## src/rtl/mod5_bit_serializer_if.sv

```systemverilog
// Word-in / bit-out handshake bundle between an upstream word source, the
// serializer and the downstream mod-5 detector.
interface mod5_bit_serializer_if #(
    parameter int unsigned WIDTH = 8
);
    logic             in_valid;
    logic             in_ready;
    logic [WIDTH-1:0] in_data;
    logic             out_bit;
    logic             out_valid;
    logic             out_ready;
    logic             frame_first;
    logic             frame_last;
    logic [2:0]       exp_remainder;
    logic             exp_valid;

    // Upstream word source / downstream sink side.
    modport master (
        output in_valid, in_data, out_ready,
        input  in_ready, out_bit, out_valid, frame_first, frame_last,
               exp_remainder, exp_valid
    );

    // Serializer side.
    modport slave (
        input  in_valid, in_data, out_ready,
        output in_ready, out_bit, out_valid, frame_first, frame_last,
               exp_remainder, exp_valid
    );
endinterface

```

## src/rtl/mod5_bit_serializer.sv

```systemverilog
// MSB-first bit serializer with frame markers; tracks the word's mod-5
// remainder bit by bit so the detector downstream can be checked against it.
module mod5_bit_serializer #(
    parameter int unsigned WIDTH = 8
) (
    input  logic                  clock,
    input  logic                  reset,
    mod5_bit_serializer_if.slave  bus
);
    localparam int unsigned CNT_W = $clog2(WIDTH + 1);

    typedef enum logic [1:0] {
        IDLE  = 2'd0,
        SHIFT = 2'd1,
        DONE  = 2'd2
    } state_t;

    state_t           state_q, state_d;
    logic [WIDTH-1:0] shreg_q, shreg_d;
    logic [CNT_W-1:0] cnt_q, cnt_d;
    logic [2:0]       rem_q, rem_d;
    logic [2:0]       exp_rem_q, exp_rem_d;
    logic             exp_valid_q, exp_valid_d;
    logic             in_ready_q, in_ready_d;
    logic             out_valid_q, out_valid_d;
    logic             out_bit_q, out_bit_d;
    logic             first_q, first_d;
    logic             last_q, last_d;

    logic [3:0]       step;
    logic [2:0]       rem_next;

    // One step of r' = (2r + b) mod 5; 2r + b is just {r, b}, at most 9.
    always_comb begin
        step     = {rem_q, shreg_q[WIDTH-1]};
        rem_next = (step >= 4'd5) ? 3'(step - 4'd5) : step[2:0];
    end

    // Next-state and next-output logic; outputs are derived from the next
    // state so that the registered copies line up with the state they describe.
    always_comb begin
        state_d   = state_q;
        shreg_d   = shreg_q;
        cnt_d     = cnt_q;
        rem_d     = rem_q;
        exp_rem_d = exp_rem_q;

        unique case (state_q)
            IDLE, DONE: begin
                if (bus.in_valid) begin
                    shreg_d = bus.in_data;
                    cnt_d   = '0;
                    rem_d   = 3'd0;
                    state_d = SHIFT;
                end else begin
                    state_d = IDLE;
                end
            end
            SHIFT: begin
                if (bus.out_ready) begin
                    rem_d   = rem_next;
                    shreg_d = {shreg_q[WIDTH-2:0], 1'b0};
                    cnt_d   = CNT_W'(cnt_q + CNT_W'(1));
                    if (cnt_q == CNT_W'(WIDTH - 1)) begin
                        state_d = DONE;
                    end
                end
            end
            default: state_d = IDLE;
        endcase

        in_ready_d  = (state_d != SHIFT);
        out_valid_d = (state_d == SHIFT);
        out_bit_d   = (state_d == SHIFT) && shreg_d[WIDTH-1];
        first_d     = (state_d == SHIFT) && (cnt_d == '0);
        last_d      = (state_d == SHIFT) && (cnt_d == CNT_W'(WIDTH - 1));
        exp_valid_d = (state_d == DONE);
        if (state_d == DONE) begin
            exp_rem_d = rem_d;
        end
    end

    // State and output registers; synchronous reset drops any frame in flight.
    always_ff @(posedge clock) begin
        if (reset) begin
            state_q     <= IDLE;
            shreg_q     <= '0;
            cnt_q       <= '0;
            rem_q       <= 3'd0;
            exp_rem_q   <= 3'd0;
            exp_valid_q <= 1'b0;
            in_ready_q  <= 1'b1;
            out_valid_q <= 1'b0;
            out_bit_q   <= 1'b0;
            first_q     <= 1'b0;
            last_q      <= 1'b0;
        end else begin
            state_q     <= state_d;
            shreg_q     <= shreg_d;
            cnt_q       <= cnt_d;
            rem_q       <= rem_d;
            exp_rem_q   <= exp_rem_d;
            exp_valid_q <= exp_valid_d;
            in_ready_q  <= in_ready_d;
            out_valid_q <= out_valid_d;
            out_bit_q   <= out_bit_d;
            first_q     <= first_d;
            last_q      <= last_d;
        end
    end

    assign bus.in_ready      = in_ready_q;
    assign bus.out_valid     = out_valid_q;
    assign bus.out_bit       = out_bit_q;
    assign bus.frame_first   = first_q;
    assign bus.frame_last    = last_q;
    assign bus.exp_valid     = exp_valid_q;
    assign bus.exp_remainder = exp_rem_q;
endmodule
```

## src/flat_wrapper.sv

```systemverilog
// flat-port wrapper written by rule: the top's interface ports become plain ports
module mod5_bit_serializer_flat 
#(
    parameter int unsigned WIDTH = 8
)
  (clock, reset, bus_in_valid, bus_in_data, bus_out_ready, bus_in_ready, bus_out_bit, bus_out_valid, bus_frame_first, bus_frame_last, bus_exp_remainder, bus_exp_valid);
  mod5_bit_serializer_if #(.WIDTH(WIDTH)) bus_i ();
  input  logic clock;
  input  logic reset;
  input wire logic [$bits(bus_i.in_valid)-1:0] bus_in_valid;
  input wire logic [$bits(bus_i.in_data)-1:0] bus_in_data;
  input wire logic [$bits(bus_i.out_ready)-1:0] bus_out_ready;
  output wire logic [$bits(bus_i.in_ready)-1:0] bus_in_ready;
  output wire logic [$bits(bus_i.out_bit)-1:0] bus_out_bit;
  output wire logic [$bits(bus_i.out_valid)-1:0] bus_out_valid;
  output wire logic [$bits(bus_i.frame_first)-1:0] bus_frame_first;
  output wire logic [$bits(bus_i.frame_last)-1:0] bus_frame_last;
  output wire logic [$bits(bus_i.exp_remainder)-1:0] bus_exp_remainder;
  output wire logic [$bits(bus_i.exp_valid)-1:0] bus_exp_valid;
  assign bus_i.in_valid = bus_in_valid;
  assign bus_i.in_data = bus_in_data;
  assign bus_i.out_ready = bus_out_ready;
  assign bus_in_ready = bus_i.in_ready;
  assign bus_out_bit = bus_i.out_bit;
  assign bus_out_valid = bus_i.out_valid;
  assign bus_frame_first = bus_i.frame_first;
  assign bus_frame_last = bus_i.frame_last;
  assign bus_exp_remainder = bus_i.exp_remainder;
  assign bus_exp_valid = bus_i.exp_valid;
  mod5_bit_serializer #(.WIDTH(WIDTH)) u_core (.clock(clock), .reset(reset), .bus(bus_i));
endmodule
```

## config.mk

```make
export PLATFORM = sky130hd
export DESIGN_NAME = mod5_bit_serializer_flat
export DESIGN_NICKNAME = d
export VERILOG_FILES = /design/src/rtl/mod5_bit_serializer_if.sv /design/src/rtl/mod5_bit_serializer.sv /design/src/flat_wrapper.sv
export SDC_FILE = /design/constraint.sdc
export NUM_CORES = 1
export LEC_CHECK = 0
export ABC_CLOCK_PERIOD_IN_PS = 3000
export CORE_AREA = 3 3 56 58
export CTS_CLUSTER_SIZE = 16
export DETAILED_ROUTE_END_ITERATION = 10
export DIE_AREA = 0 0 59 61
export HOLD_SLACK_MARGIN = 0.05
export PLACE_DENSITY_LB_ADDON = 0.25
export SLEW_MARGIN = 10
export SYNTH_ARGS = -nofsm -noshare
export SYNTH_HDL_FRONTEND = slang
export SYNTH_SLANG_ARGS = --single-unit
```

## constraint.sdc

```tcl
create_clock -name clock -period 3 [get_ports clock]
set_clock_uncertainty 0.15 [all_clocks]
set_input_delay 0.75 -clock clock [delete_from_list [all_inputs] [get_ports clock]]
set_output_delay 0.75 -clock clock [all_outputs]
set_load 0.01 [all_outputs]
```

==> results.md, run 1 <==
- Slew of the pin with the lowest slew margin: 359 ps
- Wire length of the first global-routing pass: 3.61 mm
- Top area cells in the synthesized netlist: sky130_fd_sc_hd__dfxtp_1 49%, sky130_fd_sc_hd__a21oi_1 6.1%, sky130_fd_sc_hd__nand2_1 4.6%
- CTS tree: done
- Post-detailed-route count of antenna-violating nets: 0
- I/O pin count: 21
- Number of different library cells in the post-synthesis netlist: 34
- Count of endpoints failing setup in the final report: 0
- Hold buffer count at cts: 0
- Mean number of vias per cell: 5.14
- Origin of the critical flop-to-flop path: u_core.rem_q[0]$_SDFF_PP0_
- Cell taking the most area after synthesis: sky130_fd_sc_hd__dfxtp_1
- Initial antenna violation count: 0
- Clock root buffer: sky130_fd_sc_hd__clkbuf_4
- Total core area: 0.00271 sq mm
- Type of element capturing the critical path: flop
- Cell Area, Synth: 0.00107 sq mm
- CTS buffer count: 3
- Detailed Route Iter0 Violations: 13
- Final Max Tran Viols: 0
- Post-route setup TNS: 0 ps
- Maximum number of pins on one net before global-route repair: 15
- Nets@finish: 157
- Shortest period the worst path allows: 2170 ps
- Total area of sequential cells: 520 sq um
- Port bufs: 20
- Floorplan row count: 19
- Later-pin clock latency in the skew report: 310 ps
- Number of filler cells placed in the layout: 273
- Critical path class: primary input to flop
- Fraction of final layout cells sized beyond drive strength 1: 0.0638
- Post-route DRC: 0
- RSZ-0062 raised after global routing: no
- CP Max Fanout: 6
- Die Y-Extent: 61 um
- Overall die width: 59 um
- GPL Wtd Cong: 0.787
- Status: completed
- Total gr overflow: 0
- Overall routed net length: 2.20 mm
- VDD IR-drop max: 0.000248 V
- Clk sink count: 26
- Reg clk slew, reported paths: 130 ps
- Number of global-route vias before repair: 870
- Pwr Density: 461 mW/mm^2
- F_max: 460 MHz
- Slew headroom: 0.760
- CP startpoint: bus_out_ready
- Hold Vio Cnt, Final: 0
- Half-perimeter wire length after detailed placement: 1.68 mm
- Proportion of netlist area held by the largest area contributor: 0.487
- Post-Synthesis Mean Instance Area: 8.99 sq um
- Diode insertion count for antenna repair: 0
- HP Start: u_core.shreg_q[4]$_SDFFE_PP0P_
- Number of buffers between clock root and the deepest sink: 2
- Hold_ws: 318 ps
- Critical path data arrival time: 2260 ps
- Area growth from synthesis to final layout: 25.7%
- YS warnings: 0
- Reg2Reg Depth: 6
- Worst hold path stage count: 2
- Buffers inserted during post-CTS setup optimization: 0
- DR WL/cell: 12.8 um
- Required time reported for the critical path endpoint: 3090 ps
- Flip-flop and latch count after synthesis: 26
- Total track usage: 0.132
- Share of the yosys chip area belonging to registers: 0.487
- Startpoint types: primary input
- Leakage dissipation: 0.000519 uW
- Post-cts sizing count: 0
- Effective utilization at floorplan: 0.395
- CTS H-tree lvls: 1
- Detailed-routing iteration count for the pre-antenna-repair pass: 3
- Die outline area: 0.00360 sq mm
- Area of the multi-input gates: 493 sq um
- Period utilisation layout: 0.724
- Syn nets: 134
- Count of maximum capacitance violations: 0
- Post-Syn Instances: 119
- Vias post-DR: 884
- Hold Path Class: flop to flop
cell usage after synthesis:
cell and instances:
sky130_fd_sc_hd__a31oi_1 1, sky130_fd_sc_hd__nor3b_1 3, sky130_fd_sc_hd__inv_1 7, sky130_fd_sc_hd__o22ai_1 1, sky130_fd_sc_hd__o21ai_1 1, sky130_fd_sc_hd__or2_1 1, sky130_fd_sc_hd__and3_1 1, sky130_fd_sc_hd__buf_2 3
sky130_fd_sc_hd__nor2b_1 3, sky130_fd_sc_hd__o31ai_1 2, sky130_fd_sc_hd__nand3_1 3, sky130_fd_sc_hd__a21oi_1 13, sky130_fd_sc_hd__ha_1 3, sky130_fd_sc_hd__and4b_1 1, sky130_fd_sc_hd__o21ai_0 2, sky130_fd_sc_hd__nand3b_1 1
sky130_fd_sc_hd__a22oi_1 6, sky130_fd_sc_hd__nand4b_1 1, sky130_fd_sc_hd__nand4_1 3, sky130_fd_sc_hd__nor2_1 8, sky130_fd_sc_hd__and2_1 1, sky130_fd_sc_hd__nor4b_1 1, sky130_fd_sc_hd__mux2_2 1, sky130_fd_sc_hd__a211oi_1 2
sky130_fd_sc_hd__clkbuf_1 2, sky130_fd_sc_hd__and3b_1 1, sky130_fd_sc_hd__xnor2_1 2, sky130_fd_sc_hd__o221ai_1 1, sky130_fd_sc_hd__mux2i_1 1, sky130_fd_sc_hd__mux2_1 1, sky130_fd_sc_hd__nand2_1 13, sky130_fd_sc_hd__dfxtp_1 26
sky130_fd_sc_hd__buf_4 1, sky130_fd_sc_hd__nand2b_1 2
worst paths after layout:
kind	end	slack, ps
max	u_core.bus.exp_remainder[1]$_SDFFE_PP0P_	830
min	u_core.shreg_q[4]$_SDFFE_PP0P_	320
max reg2reg	u_core.bus.exp_remainder[1]$_SDFFE_PP0P_	1210
min reg2reg	u_core.shreg_q[4]$_SDFFE_PP0P_	320
flip-flops by register name, indices dropped and copies added, names as in the netlist:
signal                    cells
u_core.bus.frame_first        1
u_core.rem_q                  3
u_core.bus.exp_remainder      3
u_core.state_q                2
u_core.bus.out_bit            1
u_core.bus.in_ready           1
u_core.bus.exp_valid          1
u_core.bus.out_valid          1
u_core.bus.frame_last         1
u_core.cnt_q                  4
u_core.shreg_q                8
cells in the final DEF (no fill, tap or decap), types with 2 or more instances in the layout:
cell type / synthesis / layout
sky130_fd_sc_hd__nor3b_1: 3 / 3
sky130_fd_sc_hd__a211oi_1: 2 / 2
sky130_fd_sc_hd__o21ai_0: 2 / 2
sky130_fd_sc_hd__dfxtp_1: 26 / 26
sky130_fd_sc_hd__a22oi_1: 6 / 6
sky130_fd_sc_hd__clkbuf_4: 0 / 3
sky130_fd_sc_hd__inv_1: 7 / 7
sky130_fd_sc_hd__nand3_1: 3 / 3
sky130_fd_sc_hd__nand2_1: 13 / 13
sky130_fd_sc_hd__nand4_1: 3 / 3
sky130_fd_sc_hd__nor2_1: 8 / 8
sky130_fd_sc_hd__clkdlybuf4s50_1: 0 / 20
sky130_fd_sc_hd__o31ai_1: 2 / 2
sky130_fd_sc_hd__buf_4: 1 / 4
sky130_fd_sc_hd__ha_1: 3 / 3
sky130_fd_sc_hd__nor2b_1: 3 / 3
sky130_fd_sc_hd__xnor2_1: 2 / 2
sky130_fd_sc_hd__nand2b_1: 2 / 2
sky130_fd_sc_hd__a21oi_1: 13 / 13
report_power, final:
group          total, uW  internal [uW]  switching (uW)  leakage [uW]
registers            367            360            7.51      0.000212
logic               82.6           42.1            40.5      0.000285
clock network        170           74.0            95.8     0.0000210
total                620            476             144      0.000519
layout make-up:
| cell class | instances | share of cell area |
|---|---|---|
| timing repair buffer | 24 | 0.171 |
| multi-input combinational | 80 | 0.367 |
| inverter | 7 | 0.0195 |
| tap | 31 | 0.0288 |
| clock buffer | 4 | 0.0270 |
| sequential | 26 | 0.387 |
worst max-delay path: stages:
cell,delay (ps)
sky130_fd_sc_hd__clkdlybuf4s50_1,560
sky130_fd_sc_hd__and3b_1,310
sky130_fd_sc_hd__and4b_1,370
sky130_fd_sc_hd__nor2_1,70
sky130_fd_sc_hd__a211oi_1,200
layer usage:
layer	vias up	track usage	share of wire	wire length (um)
met5	-	0	0	0
met4	0	0.0712	0.030	65
met3	6	0.0213	0.031	68
met2	13	0.222	0.48	1050
met1	407	0.163	0.46	1020
li1	458	-	-	-
cell families after synthesis:
| kind of cell | share of synthesized area |
|---|---|
| simple gates | 0.214 |
| compound gates | 0.165 |
| flops | 0.487 |
| buf+inv | 0.0526 |
| mux | 0.0304 |
| fa+ha+maj | 0.0351 |
| xor+xnor | 0.0164 |
through the flow:
step | instance area [sq um] | instances | setup WS, ps | util | power [uW]
after floorplan | 1070 | 119 | 1170 | - | 419
after global placement | 1310 | 168 | 533 | 0.483 | 456
after detailed placement | 1310 | 168 | 507 | 0.483 | 459
after CTS | 1350 | 172 | 831 | 0.496 | 629
after global routing | 1350 | 172 | 711 | 0.496 | 654
final | 1350 | 172 | 828 | 0.496 | 620
Note: power is estimated with default switching activity, not from simulation.
==> run 2, diff against run 1 <==
--- a/config.mk
+++ b/config.mk
@@ -5,7 +5,7 @@
 export SDC_FILE = /design/constraint.sdc
 export NUM_CORES = 1
 export LEC_CHECK = 0
-export ABC_CLOCK_PERIOD_IN_PS = 3000
+export ABC_CLOCK_PERIOD_IN_PS = 2260
 export CORE_AREA = 3 3 56 58
 export CTS_CLUSTER_SIZE = 16
 export DETAILED_ROUTE_END_ITERATION = 10
==> constraint.sdc (replaced) <==
create_clock -name clock -period 2.26 [get_ports clock]
set_clock_uncertainty 0.15 [all_clocks]
set_input_delay 0.565 -clock clock [delete_from_list [all_inputs] [get_ports clock]]
set_output_delay 0.565 -clock clock [all_outputs]
set_load 0.01 [all_outputs]
==> run 2 against run 1 <==
  * Total power increased by 34%
  * Flip-flop and latch count stayed put
  * Worst hold slack barely moved
  * Sequential share of layout area shrank 0.85 points
  * Global-route usage increased by 0.77 points
  * Register-to-register slack got worse by 770 ps
  * Non-clock buffer count up 4
  * Combinational power rose by 42%
  * First-iteration DRC count rose by 69%
  * Highest routed layer unchanged
==> results.md, run 2 (same netlist as run 1, synthesis figures left out) <==
- Leakage dissipation: 0.000538 uW
- Detailed-routing iteration count for the pre-antenna-repair pass: 4
- Buffers inserted during post-CTS setup optimization: 0
- Critical path data arrival time: 2100 ps
- Effective utilization at floorplan: 0.395
- Fraction of final layout cells sized beyond drive strength 1: 0.0897
- Net switching power of the design: 194 uW
- F_max: 495 MHz
- Setup WS pre-CTS: -91.4 ps
- Initial antenna violation count: 0
- Vias post-DR: 911
- Diode insertion count for antenna repair: 0
- Type of element capturing the critical path: flop
- Nets@finish: 161
- Final Max Tran Viols: 0
- Slew headroom: 0.785
- Total gr overflow: 0
- Startpoint types: primary input
- Hold Path Class: flop to flop
- Pwr Density: 605 mW/mm^2
- Series of cell instances along the critical path: clkdlybuf4s50_1 > and3b_1 > and4b_1 > nor2_1 > a211oi_1
- Number of buffers between clock root and the deepest sink: 2
- DR WL/cell: 12.8 um
- Port bufs: 20
- Slew of the pin with the lowest slew margin: 323 ps
- Total core area: 0.00271 sq mm
- Shortest period the worst path allows: 2020 ps
- Clock root buffer: sky130_fd_sc_hd__clkbuf_4
- Count of maximum capacitance violations: 0
- Period utilisation layout: 0.894
- Largest registers: u_core.shreg_q x8, u_core.cnt_q x4
- RSZ-0062 raised after global routing: no
- Clk sink count: 26
- Status: completed
- Crit path setup slack, layout: 240 ps
- Utilization after layout: 0.507
- Floorplan row count: 19
- CTS H-tree lvls: 1
- Critical Path Max Stage Delay: 560 ps
- Buffer and inverter count on the worst path: 1
- Post-route DRC: 0
- Flop pwr share: 0.586
- Overall routed net length: 2.25 mm
- Number of flip-flops in the largest register: 8
- Reg clk slew, reported paths: 130 ps
- Register ranked first by flip-flop count: u_core.shreg_q
- Top delay family on crit path: simple AND/OR/NAND/NOR gates
- Total track usage: 0.140
- CTS buffer count: 3
- Switching portion of total power: 0.234
- CTS tree: done
- Detailed Route Iter0 Violations: 22
- Part of the total power dissipated in the clock network: 0.273
- Number of global-route vias before repair: 889
- Required time reported for the critical path endpoint: 2340 ps
- CP max-delay cell: sky130_fd_sc_hd__clkdlybuf4s50_1
- Area growth from synthesis to final layout: 28.5%
- Hold buffer count at cts: 0
- Later-pin clock latency in the skew report: 310 ps
- Power share of the combinational group: 0.140
- Highest-count cells in the layout ignoring fill and taps: 26 x sky130_fd_sc_hd__dfxtp_1, 20 x sky130_fd_sc_hd__clkdlybuf4s50_1, 13 x sky130_fd_sc_hd__nand2_1, 13 x sky130_fd_sc_hd__a21oi_1
- Most common library cell in the layout ignoring fill and taps: sky130_fd_sc_hd__dfxtp_1
- Count of endpoints failing setup in the final report: 0
- Die Y-Extent: 61 um
- Hold Vio Cnt, Final: 0
- Critical path class: primary input to flop
- Half-perimeter wire length after detailed placement: 1.78 mm
- GPL Wtd Cong: 0.779
- Overall die width: 59 um
- I/O pin count: 21
- Post-cts sizing count: 0
- CP Max Fanout: 7
- Mean number of vias per cell: 5.18
- Wire length of the first global-routing pass: 3.88 mm
- Maximum number of pins on one net before global-route repair: 15
- VDD IR-drop max: 0.000456 V
- Post-detailed-route count of antenna-violating nets: 0
- Cell-internal power: 637 uW
- Die outline area: 0.00360 sq mm
- Post-route setup TNS: 0 ps
## run 2: through the flow
step	hold WS, ps	power, uW	std cells	cell area, sq um
after floorplan	286	556	119	1070
after global placement	295	612	172	1340
after detailed placement	300	616	172	1340
after CTS	320	843	176	1380
after global routing	338	872	176	1380
final	317	832	176	1380
## run 2: area by class of cell
type                            count  area [sq um]
Fill cell                         259          1340
Clock buffer                        4          36.3
Tap cell                           31          38.8
Multi-Input combinational cell     80           493
Timing Repair Buffer               28           260
Sequential cell                    26           520
Inverter                            7          26.3
## run 2: worst register-to-register path, stage by stage (launching register included)
cell and delay, ps:
sky130_fd_sc_hd__dfxtp_1 360, sky130_fd_sc_hd__inv_1 70, sky130_fd_sc_hd__ha_1 180, sky130_fd_sc_hd__nand2b_1 130
sky130_fd_sc_hd__a21oi_1 230, sky130_fd_sc_hd__mux2_2 380, sky130_fd_sc_hd__a211oi_1 220
## run 2: per-layer routing
| layer | GRT usage | vias up | wire, um |
|---|---|---|---|
| li1 | - | 472 | - |
| met1 | 0.180 | 428 | 1090 |
| met2 | 0.237 | 9 | 1100 |
| met5 | 0 | - | 0 |
| met3 | 0.0255 | 2 | 46 |
| met4 | 0.0485 | 0 | 18 |
## run 2: worst paths after layout
kind,start,endpoint,slack (ps),depth (start not counted)
max reg2reg,u_core.rem_q[0]$_SDFF_PP0_,u_core.bus.exp_remainder[1]$_SDFFE_PP0P_,440,6
max,bus_out_ready,u_core.bus.exp_remainder[1]$_SDFFE_PP0P_,240,5
min,u_core.shreg_q[6]$_SDFFE_PP0P_,u_core.shreg_q[6]$_SDFFE_PP0P_,320,2
min reg2reg,u_core.shreg_q[6]$_SDFFE_PP0P_,u_core.shreg_q[6]$_SDFFE_PP0P_,320,2
## run 2: power by group through the flow
stage / clock network (uW) / registers (uW) / logic, uW
3_5_place_dp: 0 / 498 / 118
2_1_floorplan: 0 / 499 / 56.9
6_report: 227 / 488 / 117
3_3_place_gp: 0 / 497 / 115
4_1_cts: 237 / 488 / 118
5_1_grt: 252 / 490 / 130
